$ cat src/rtl/harmonic_synth.sv
// harmonic_synth: additive resynthesis of five complex harmonics into a fixed-rate 16-bit PCM stream.
// Define HARM_SYNTH_DECAY_EN to apply a decaying envelope per applied coefficient set (adds one cycle of latency).
module harmonic_synth #(
  parameter int SAMPLE_PERIOD = 2083,
  parameter int OUT_SHIFT = 3,
  parameter logic [255:0] LUT_FILE = "sine256.mem"
) (
  input  logic            clk_in,
  input  logic            rst_in,
  input  logic            data_valid_in,
  input  logic [4:0][31:0] top_5_harmonic_coeffs,
  input  logic [15:0]     phase_inc_in,
  output logic [15:0]     sample_out,
  output logic            sample_valid_out,
  output logic            busy_out
);
  localparam int CW = $clog2(SAMPLE_PERIOD);
  localparam logic [CW-1:0] LAST = CW'(SAMPLE_PERIOD - 1);
  // ROM holds the same round(32767*sin) table as LUT_FILE, built at elaboration so no data file is needed
  function automatic logic [4095:0] gen_lut();
    logic [4095:0] t;
    longint q, x, x2, p, s;
    t = '0;
    for (int i = 0; i < 256; i++) begin
      q = longint'(i % 128);
      q = q > 64 ? 64'sd128 - q : q;
      x = 64'sd3373259426 * q / 64'sd128;
      x2 = (x * x) >>> 30;
      p = 64'sd1 << 30;
      for (int n = 6; n > 0; n--)
        p = (64'sd1 << 30) - ((x2 * p) >>> 30) / longint'((2 * n) * (2 * n + 1));
      s = (((x * p) >>> 30) * 64'sd32767 + (64'sd1 << 29)) >>> 30;
      t[i * 16 +: 16] = i < 128 ? s[15:0] : 16'(-s);
    end
    return t;
  endfunction
  localparam logic [4095:0] LUT = gen_lut();
  logic unused_lut_file;
  assign unused_lut_file = |LUT_FILE;
  typedef enum logic [1:0] {IDLE, RUN_WAIT, ACC, OUT} state_t;
  state_t state, state_nx;
  logic [CW-1:0] tick_cnt;
  logic [3:0] step;
  logic [4:0][31:0] coef_w, coef_p;
  logic [15:0] inc_w, inc_p, phase_acc, h_phase;
  logic pend, tick, start;
  logic signed [39:0] acc, acc_nx, shifted;
  logic [2:0] k;
  logic [7:0] addr;
  logic signed [15:0] coef, lut;
  logic signed [31:0] prod;
  logic signed [48:0] sat_in;
  logic [15:0] sat_out;
`ifdef HARM_SYNTH_DECAY_EN
  logic [7:0] env;
  logic signed [48:0] scaled;
  logic scaled_v;
`endif
  assign tick = tick_cnt == LAST;
  assign start = state == RUN_WAIT && tick;
  always_comb begin
    state_nx = state == IDLE ? (data_valid_in ? RUN_WAIT : IDLE)
             : state == RUN_WAIT ? (tick ? ACC : RUN_WAIT)
             : state == ACC ? (step == 4'd9 ? OUT : ACC) : RUN_WAIT;
  end
  // even steps are the cosine term of harmonic step/2, odd steps the sine term
  always_comb begin
    k = step[3:1];
    addr = step[0] ? h_phase[15:8] : h_phase[15:8] + 8'd64;
    coef = step[0] ? coef_w[k][15:0] : coef_w[k][31:16];
    lut = LUT[{addr, 4'h0} +: 16];
    prod = coef * lut;
    acc_nx = step[0] ? acc - 40'(prod) : acc + 40'(prod);
    shifted = acc >>> (15 + OUT_SHIFT);
`ifdef HARM_SYNTH_DECAY_EN
    sat_in = scaled >>> 8;
`else
    sat_in = 49'(shifted);
`endif
    sat_out = sat_in > 49'sd32767 ? 16'h7fff : sat_in < -49'sd32768 ? 16'h8000 : sat_in[15:0];
  end
  always_ff @(posedge clk_in) begin
    if (rst_in) begin
      state <= IDLE;
      tick_cnt <= '0;
      step <= '0;
      coef_w <= '0;
      coef_p <= '0;
      inc_w <= '0;
      inc_p <= '0;
      pend <= 1'b0;
      phase_acc <= '0;
      h_phase <= '0;
      acc <= '0;
      sample_out <= '0;
      sample_valid_out <= 1'b0;
      busy_out <= 1'b0;
`ifdef HARM_SYNTH_DECAY_EN
      env <= '0;
      scaled <= '0;
      scaled_v <= 1'b0;
`endif
    end else begin
      state <= state_nx;
      tick_cnt <= state == IDLE || tick ? '0 : tick_cnt + CW'(1);
      pend <= state != IDLE && (data_valid_in || (pend && !start));
      if (state == IDLE && data_valid_in) begin
        coef_w <= top_5_harmonic_coeffs;
        inc_w <= phase_inc_in;
        busy_out <= 1'b1;
      end
      if (state != IDLE && data_valid_in) begin
        coef_p <= top_5_harmonic_coeffs;
        inc_p <= phase_inc_in;
      end
      if (start) begin
        acc <= '0;
        h_phase <= phase_acc;
        step <= '0;
        if (pend) begin
          coef_w <= coef_p;
          inc_w <= inc_p;
        end
      end
      if (state == ACC) begin
        acc <= acc_nx;
        step <= step + 4'd1;
        if (step[0]) h_phase <= h_phase + phase_acc;
      end
      if (state == OUT) phase_acc <= phase_acc + inc_w;
`ifdef HARM_SYNTH_DECAY_EN
      if ((state == IDLE && data_valid_in) || (start && pend)) env <= 8'd255;
      else if (state == OUT) env <= env == 8'd0 ? 8'd0 : env - 8'd1;
      if (state == OUT) scaled <= 49'(shifted) * 49'($signed({1'b0, env}));
      scaled_v <= state == OUT;
      sample_valid_out <= scaled_v;
      if (scaled_v) sample_out <= sat_out;
`else
      sample_valid_out <= state == OUT;
      if (state == OUT) sample_out <= sat_out;
`endif
    end
  end
endmodule

$ cat config.mk
export PLATFORM = sky130hd
export DESIGN_NAME = harmonic_synth
export DESIGN_NICKNAME = d
export VERILOG_FILES = /design/src/rtl/harmonic_synth.sv
export SDC_FILE = /design/constraint.sdc
export NUM_CORES = 2
export LEC_CHECK = 0
export CAP_MARGIN = 20
export CORE_AREA = 2 2 245 247
export DETAILED_ROUTE_END_ITERATION = 12
export DIE_AREA = 0 0 247 249
export PLACE_DENSITY = 0.83
export SYNTH_ARGS = -nofsm -noshare
export SYNTH_HDL_FRONTEND = slang
export SYNTH_SLANG_ARGS = --single-unit
$ cat constraint.sdc
create_clock -name clk_in -period 18.85 [get_ports clk_in]
set_input_delay 3.77 -clock clk_in [delete_from_list [all_inputs] [get_ports clk_in]]
set_output_delay 3.77 -clock clk_in [all_outputs]
set_load 0.05 [all_outputs]
### Yosys cells after proc, flatten, opt, wreduce, memory -nomap -nowiden

Index checks and enable logic that the tools add are counted.

| word-level totals | value |
|---|---|
| output and inout bits | 18 |
| latch bits | 0 |
| memory bits (read-only) | 0 |
| register bits after elaboration | 461 |
| input bits | 179 |
| memories kept | 0 |
| word-level logic and storage cells | 77 |
| RAM bits | 0 |

| operators by class | value |
|---|---|
| reduce and logical (&&, ||, !) cells | 12 |
| divide/modulo/power cells | 0 |
| multiplexer cells | 26 |
| multipliers | 1 |
| add/sub/neg operators | 7 |
| eq/ne operators | 5 |
| order comparisons | 3 |
| shifts and indexed selects | 1 |
| bitwise operators | 0 |

Operators with widths:

| cell | number |
|---|---|
| $shiftx 4096x13->16 const A | 1 |
| $mux 160 | 3 |
| $mux 16 | 9 |
| $mux 40 | 3 |
| $bmux 32 s3 | 1 |
| $add 40x32->40 | 1 |
| $sub 40x32->40 | 1 |
| $add 16x16->16 | 2 |
| $mul 16x16->32 | 1 |
| $mux 32 | 1 |
| $gt 22x16->1 const B | 1 |
| $lt 22x16->1 const B | 1 |
| $add 12x1->12 const B | 1 |
| $eq 12x12->1 const B | 1 |
| $add 8x7->8 const B | 1 |
| $mux 2 | 4 |
| $mux 4 | 2 |
| $mux 8 | 1 |
| $logic_and 1x1->1 | 5 |
| $add 4x1->4 const B | 1 |
| $eq 2x2->1 const B | 2 |
| $eq 4x4->1 const B | 1 |
| $lt 3x4->1 const B | 1 |
| $reduce_bool 2->1 | 2 |
| other kinds (6) | 8 |

### Longest topological paths before layout

| logic depth | value |
|---|---|
| word-level depth | 7 |
| gate-level depth with buffers | 52 |

### Worst setup path after synthesis

No wires, ideal clock.

| timing path | value |
|---|---|
| path kind | reg2reg |
| from | register h_phase[9] |
| to | register acc[39] |
| setup time | 0.074 ns |
| arrival time | 11.610 ns |
| path buffers | 4 |
| stages on the path, launching flop included | 45 |
| required time | 18.776 ns |
| slack | 7.166 ns |
| cells stage by stage | dfxtp_1 clkbuf_1 inv_1 ha_1 clkbuf_1 nor2_1 nor2_1 a211oi_1 a21oi_1 mux4_2 a21oi_1 clkbuf_1 nor2_1 fa_1 inv_1 fa_1 fa_1 fa_1 [9 not listed] nor2_1 or4_4 or3b_4 nor4b_1 nor2_1 xnor2_1 ha_1 o21ai_0 nor2_1 o31ai_1 nand4_1 a22o_1 a211oi_1 a21oi_1 o21ai_0 mux2_2 o211a_1 a31oi_1 |

| between the ends | value |
|---|---|
| cells in the longest elaborated chain, start to end | 7 |
| elaborated cells on any way between the ends | 8 |

RTL lines:

| item | RTL line | text |
|---|---|---|
| start, declared | 45 | `logic [15:0] inc_w, inc_p, phase_acc, h_phase;` |
| start signal, assigned | 118 | `h_phase <= phase_acc;` |
| start signal, assigned | 128 | `if (step[0]) h_phase <= h_phase + phase_acc;` |
| $add 8x7->8 | 69 | `addr = step[0] ? h_phase[15:8] : h_phase[15:8] + 8'd64;` |
| $mux 8 * | 69 |  |
| $shiftx 4096x13->16 * | 71 | `lut = LUT[{addr, 4'h0} +: 16];` |
| $mul 16x16->32 * | 72 | `prod = coef * lut;` |
| $add 40x32->40 / $sub 40x32->40 (equally long branches) | 73 | `acc_nx = step[0] ? acc - 40'(prod) : acc + 40'(prod);` |
| $mux 40 * | 73 |  |
| $mux 40 * | 125 | `if (state == ACC) begin` |
| end signal, assigned | 126 | `acc <= acc_nx;` |
| end, declared | 47 | `logic signed [39:0] acc, acc_nx, shifted;` |

Every way passes the cells marked *; elsewhere a longest branch is shown, timed or not.
A chain may end at the register's enable or synchronous reset.

### Worst setup path in the final report

Same ends and word-level chain as after synthesis.

==> results.sh <==
export IMPL_drt_wl_total_um=126000
export IMPL_start_util_pct=62.8
export IMPL_wire_per_inst_um=22.4
export IMPL_grt_pass1_vias=34300
export IMPL_critical_path_endpoint_type="flip-flop"
export IMPL_final_setup_viol_count=0
export IMPL_via_per_inst=6.39
export IMPL_synth_warnings=0
export IMPL_synthArstFlopShare_pct=0
export IMPL_reg2reg_to="acc[39]"
export IMPL_synthFlopType="dfxtp_1"
export IMPL_h_tree_depth=2
export IMPL_ys_seq_elements=461
export IMPL_gp_congestion=1.10
export IMPL_die_h_um=249
export IMPL_period_share_pct=70.4
export IMPL_port_buffers=196
export IMPL_coreArea_um2=58700
export IMPL_total_power_w=0.00646
export IMPL_fmax_mhz=75.3
export IMPL_dp_slack_ns=5.89
export IMPL_drv_cap=0
export IMPL_path_delay_family="adder cells"
export IMPL_n_fill_cell=4810
export IMPL_crit_top_cell="fa_1"
export IMPL_drtIter0Drc=3950
export IMPL_grt_pass1_wl_um=194000
export IMPL_grt_setup_unrepaired="false"
export IMPL_reg2reg_from="h_phase[9]"
export IMPL_dr_total_vias=35900
export IMPL_clk_latency_ns=0.64
export IMPL_drc=0
export IMPL_status="completed"
export IMPL_root_buffer="clkbuf_16"
export IMPL_area_growth_pct=10.9
export IMPL_hold_class="reg -> reg"
export IMPL_drive_gt1_share_pct=4.84
export IMPL_final_cell_mix="1,018 x nand2_1, 509 x nor2_1, 454 x dfxtp_1, 405 x a21oi_1, 367 x inv_1"
export IMPL_synth_edf_count=0
export IMPL_hpwl_um=88900
export IMPL_worstHoldEndpoint="coef_p[119]"
export IMPL_grt_max_degree=177
export IMPL_cp_arrival_ns=13.81
export IMPL_gr_total_overflow=0
export IMPL_hp_start="coef_p[119]"
export IMPL_cts_buffers=50
export IMPL_cts_tree="built"
export IMPL_ant_nets=0
export IMPL_slowest_delay_ns=0.83
export IMPL_cellLeakagePower_nw=17.1
export IMPL_layout_setup_ws_ns=5.57
export IMPL_grt_total_usage_pct=40.3
export IMPL_post_cts_setup_buffers=0
export IMPL_synthDistinctLibCells=83
export IMPL_rr_worst_depth=44
export IMPL_cts_sinks=461
export IMPL_die_w_um=247
export IMPL_final_nets=5407
export IMPL_worst_path_max_fanout=23
export IMPL_hold_viol_final=0
export IMPL_syn_area_per_cell_um2=7.64
export IMPL_hold_depth=2
export IMPL_cts_repair_resized=0
export IMPL_vdd_drop_max_uv=251
export IMPL_final_common_cell="nand2_1"
export IMPL_worst_pin_slew_ns=1.21
export IMPL_dieArea_um2=61500
export IMPL_grt_antenna_before_repair=15
export IMPL_finalClockSkew_ns=0.0428
export IMPL_required_ns=19.38
export IMPL_finish_utilization_pct=69.6
export IMPL_synthCells=4822
export IMPL_crit_path_top_delay_cell="dfxtp_1"
export IMPL_detail_route_first_pass_iterations=7
export IMPL_tns_ns=0
export IMPL_holdBufCountCts=0
export IMPL_syn_nets=5435
export IMPL_clk_pin_slew_ns=0.07
export IMPL_ioPinCount=197
export IMPL_path_class="reg -> reg"
export IMPL_fin_crit_ns=13.28
export IMPL_power_density_nw_per_um2=158
export IMPL_relSlewSlack_pct=19.1
export IMPL_synthesis_area_um2=36800
export IMPL_cts_buffer_depth=3
export IMPL_hold_slack_ns=0.454
export IMPL_ys_seq_area_share_pct=25.1
export IMPL_crit_buf_inv=6
export IMPL_rrSetupSlack_ns=5.57
export IMPL_cp_start_kind="flip-flop"
export IMPL_drv_slew=0
export IMPL_std_cell_rows=89
==> state kept, by name, summed over array words and instances (netlist names) <==
name              count
busy_out              1
phase_acc            16
acc                  40
step                  4
h_phase              16
inc_w                16
sample_out           16
pend                  1
inc_p                16
state                 2
sample_valid_out      1
tick_cnt             12
coef_p              160
coef_w              160
==> Yosys cell counts (9+ instances only) <==
| master | n | area share, % |
|---|---|---|
| nand2_1 | 1020 | 10 |
| nor2_1 | 509 | 5.2 |
| dfxtp_1 | 461 | 25 |
| a21oi_1 | 405 | 5.5 |
| inv_1 | 367 | 3.7 |
| clkbuf_1 | 301 | 3.1 |
| fa_1 | 265 | 14 |
| a311oi_1 | 207 | 4.9 |
| ha_1 | 169 | 5.7 |
| o21ai_0 | 168 | 2.3 |
| nand3_1 | 84 | 1.1 |
| nor3_1 | 84 | 1.1 |
| xnor2_1 | 69 | 1.6 |
| a21o_1 | 49 | 1.0 |
| a31oi_1 | 47 | 0.80 |
| nand2b_1 | 45 | 0.76 |
| xor2_1 | 38 | 0.90 |
| a211oi_1 | 35 | 0.71 |
| and2_1 | 35 | 0.59 |
| mux4_2 | 35 | 2.1 |
| buf_1 | 28 | 0.29 |
| nor2b_1 | 28 | 0.48 |
| o211ai_1 | 28 | 0.57 |
| a22oi_1 | 20 | 0.41 |
| o311ai_0 | 19 | 0.45 |
| and3_1 | 18 | 0.31 |
| or3_1 | 18 | 0.31 |
| o31ai_1 | 17 | 0.35 |
| nand4_1 | 16 | 0.27 |
| a221oi_1 | 14 | 0.33 |
| nand3b_1 | 14 | 0.29 |
| o21a_1 | 12 | 0.24 |
| a221o_1 | 11 | 0.30 |
| buf_2 | 9 | 0.12 |
| o21bai_1 | 9 | 0.18 |
| o22ai_1 | 9 | 0.15 |
==> through the flow <==
| stage | std cells | area (um2) |
|---|---|---|
| after floorplan | 4822 | 36800 |
| after global placement | 5515 | 39100 |
| after detailed placement | 5515 | 39100 |
| after CTS | 5607 | 40800 |
| after global routing | 5609 | 40800 |
| final | 5621 | 40900 |
==> routing by layer <==
metal | GRT usage (%) | up-vias | part of all wire [%]
li1 | - | 16400 | -
met4 | 25.3 | 4 | 7.1
met5 | 0 | - | 0.021
met3 | 10.2 | 487 | 10
met1 | 49.4 | 17200 | 37
met2 | 63.2 | 1849 | 45
==> worst min-delay path, delay by kind of cell, from the launching register on <==
family / cells / cell delay, ns
compound gates: 1 / 0.05
flops: 1 / 0.31
simple gates: 1 / 0.05
==> layout make-up <==
class | count | area [um2] | area share, %
multi-input combinational | 3653 | 25000 | 61.3
tap | 773 | 967 | 2.37
clock inverter | 20 | 267 | 0.652
inverter | 370 | 1390 | 3.40
sequential | 461 | 9240 | 22.6
antenna | 14 | 35.0 | 0.0858
timing repair buffer | 258 | 2440 | 5.98
clock buffer | 72 | 1460 | 3.58
==> report_power, final <==
group | leakage [nW] | internal [W] | total (W) | switching [W]
Sequential | 3.76 | 0.00101 | 0.00104 | 0.0000286
Combinational | 12.5 | 0.00166 | 0.00439 | 0.00273
Clock | 0.844 | 0.000588 | 0.00103 | 0.000441
Total | 17.1 | 0.00327 | 0.00646 | 0.00320
==> cell families (layout without fill, tap and decap cells) <==
logic type | after synthesis | after routing | share of synthesized area (%)
xor+xnor | 107 | 107 | 2.54
buf+inv | 708 | 720 | 7.25
flops | 461 | 461 | 25.1
compound gates | 1141 | 1141 | 20.4
simple gates | 1922 | 1922 | 22.0
mux | 49 | 49 | 2.54
fa+ha+maj | 434 | 434 | 20.1
other cells | 0 | 14 | 0
==> worst max path at each step <==
stage	start	endpoint	slack (ns)	cells after the start
6_report	h_phase[9]	acc[39]	5.57	44
5_1_grt	h_phase[9]	acc[39]	4.68	44
4_1_cts	h_phase[9]	acc[39]	5.82	44
3_5_place_dp	h_phase[9]	acc[39]	5.89	44
3_3_place_gp	h_phase[9]	acc[39]	6.00	42
2_1_floorplan	h_phase[9]	acc[39]	7.17	44
(Power assumes the default switching activity.)
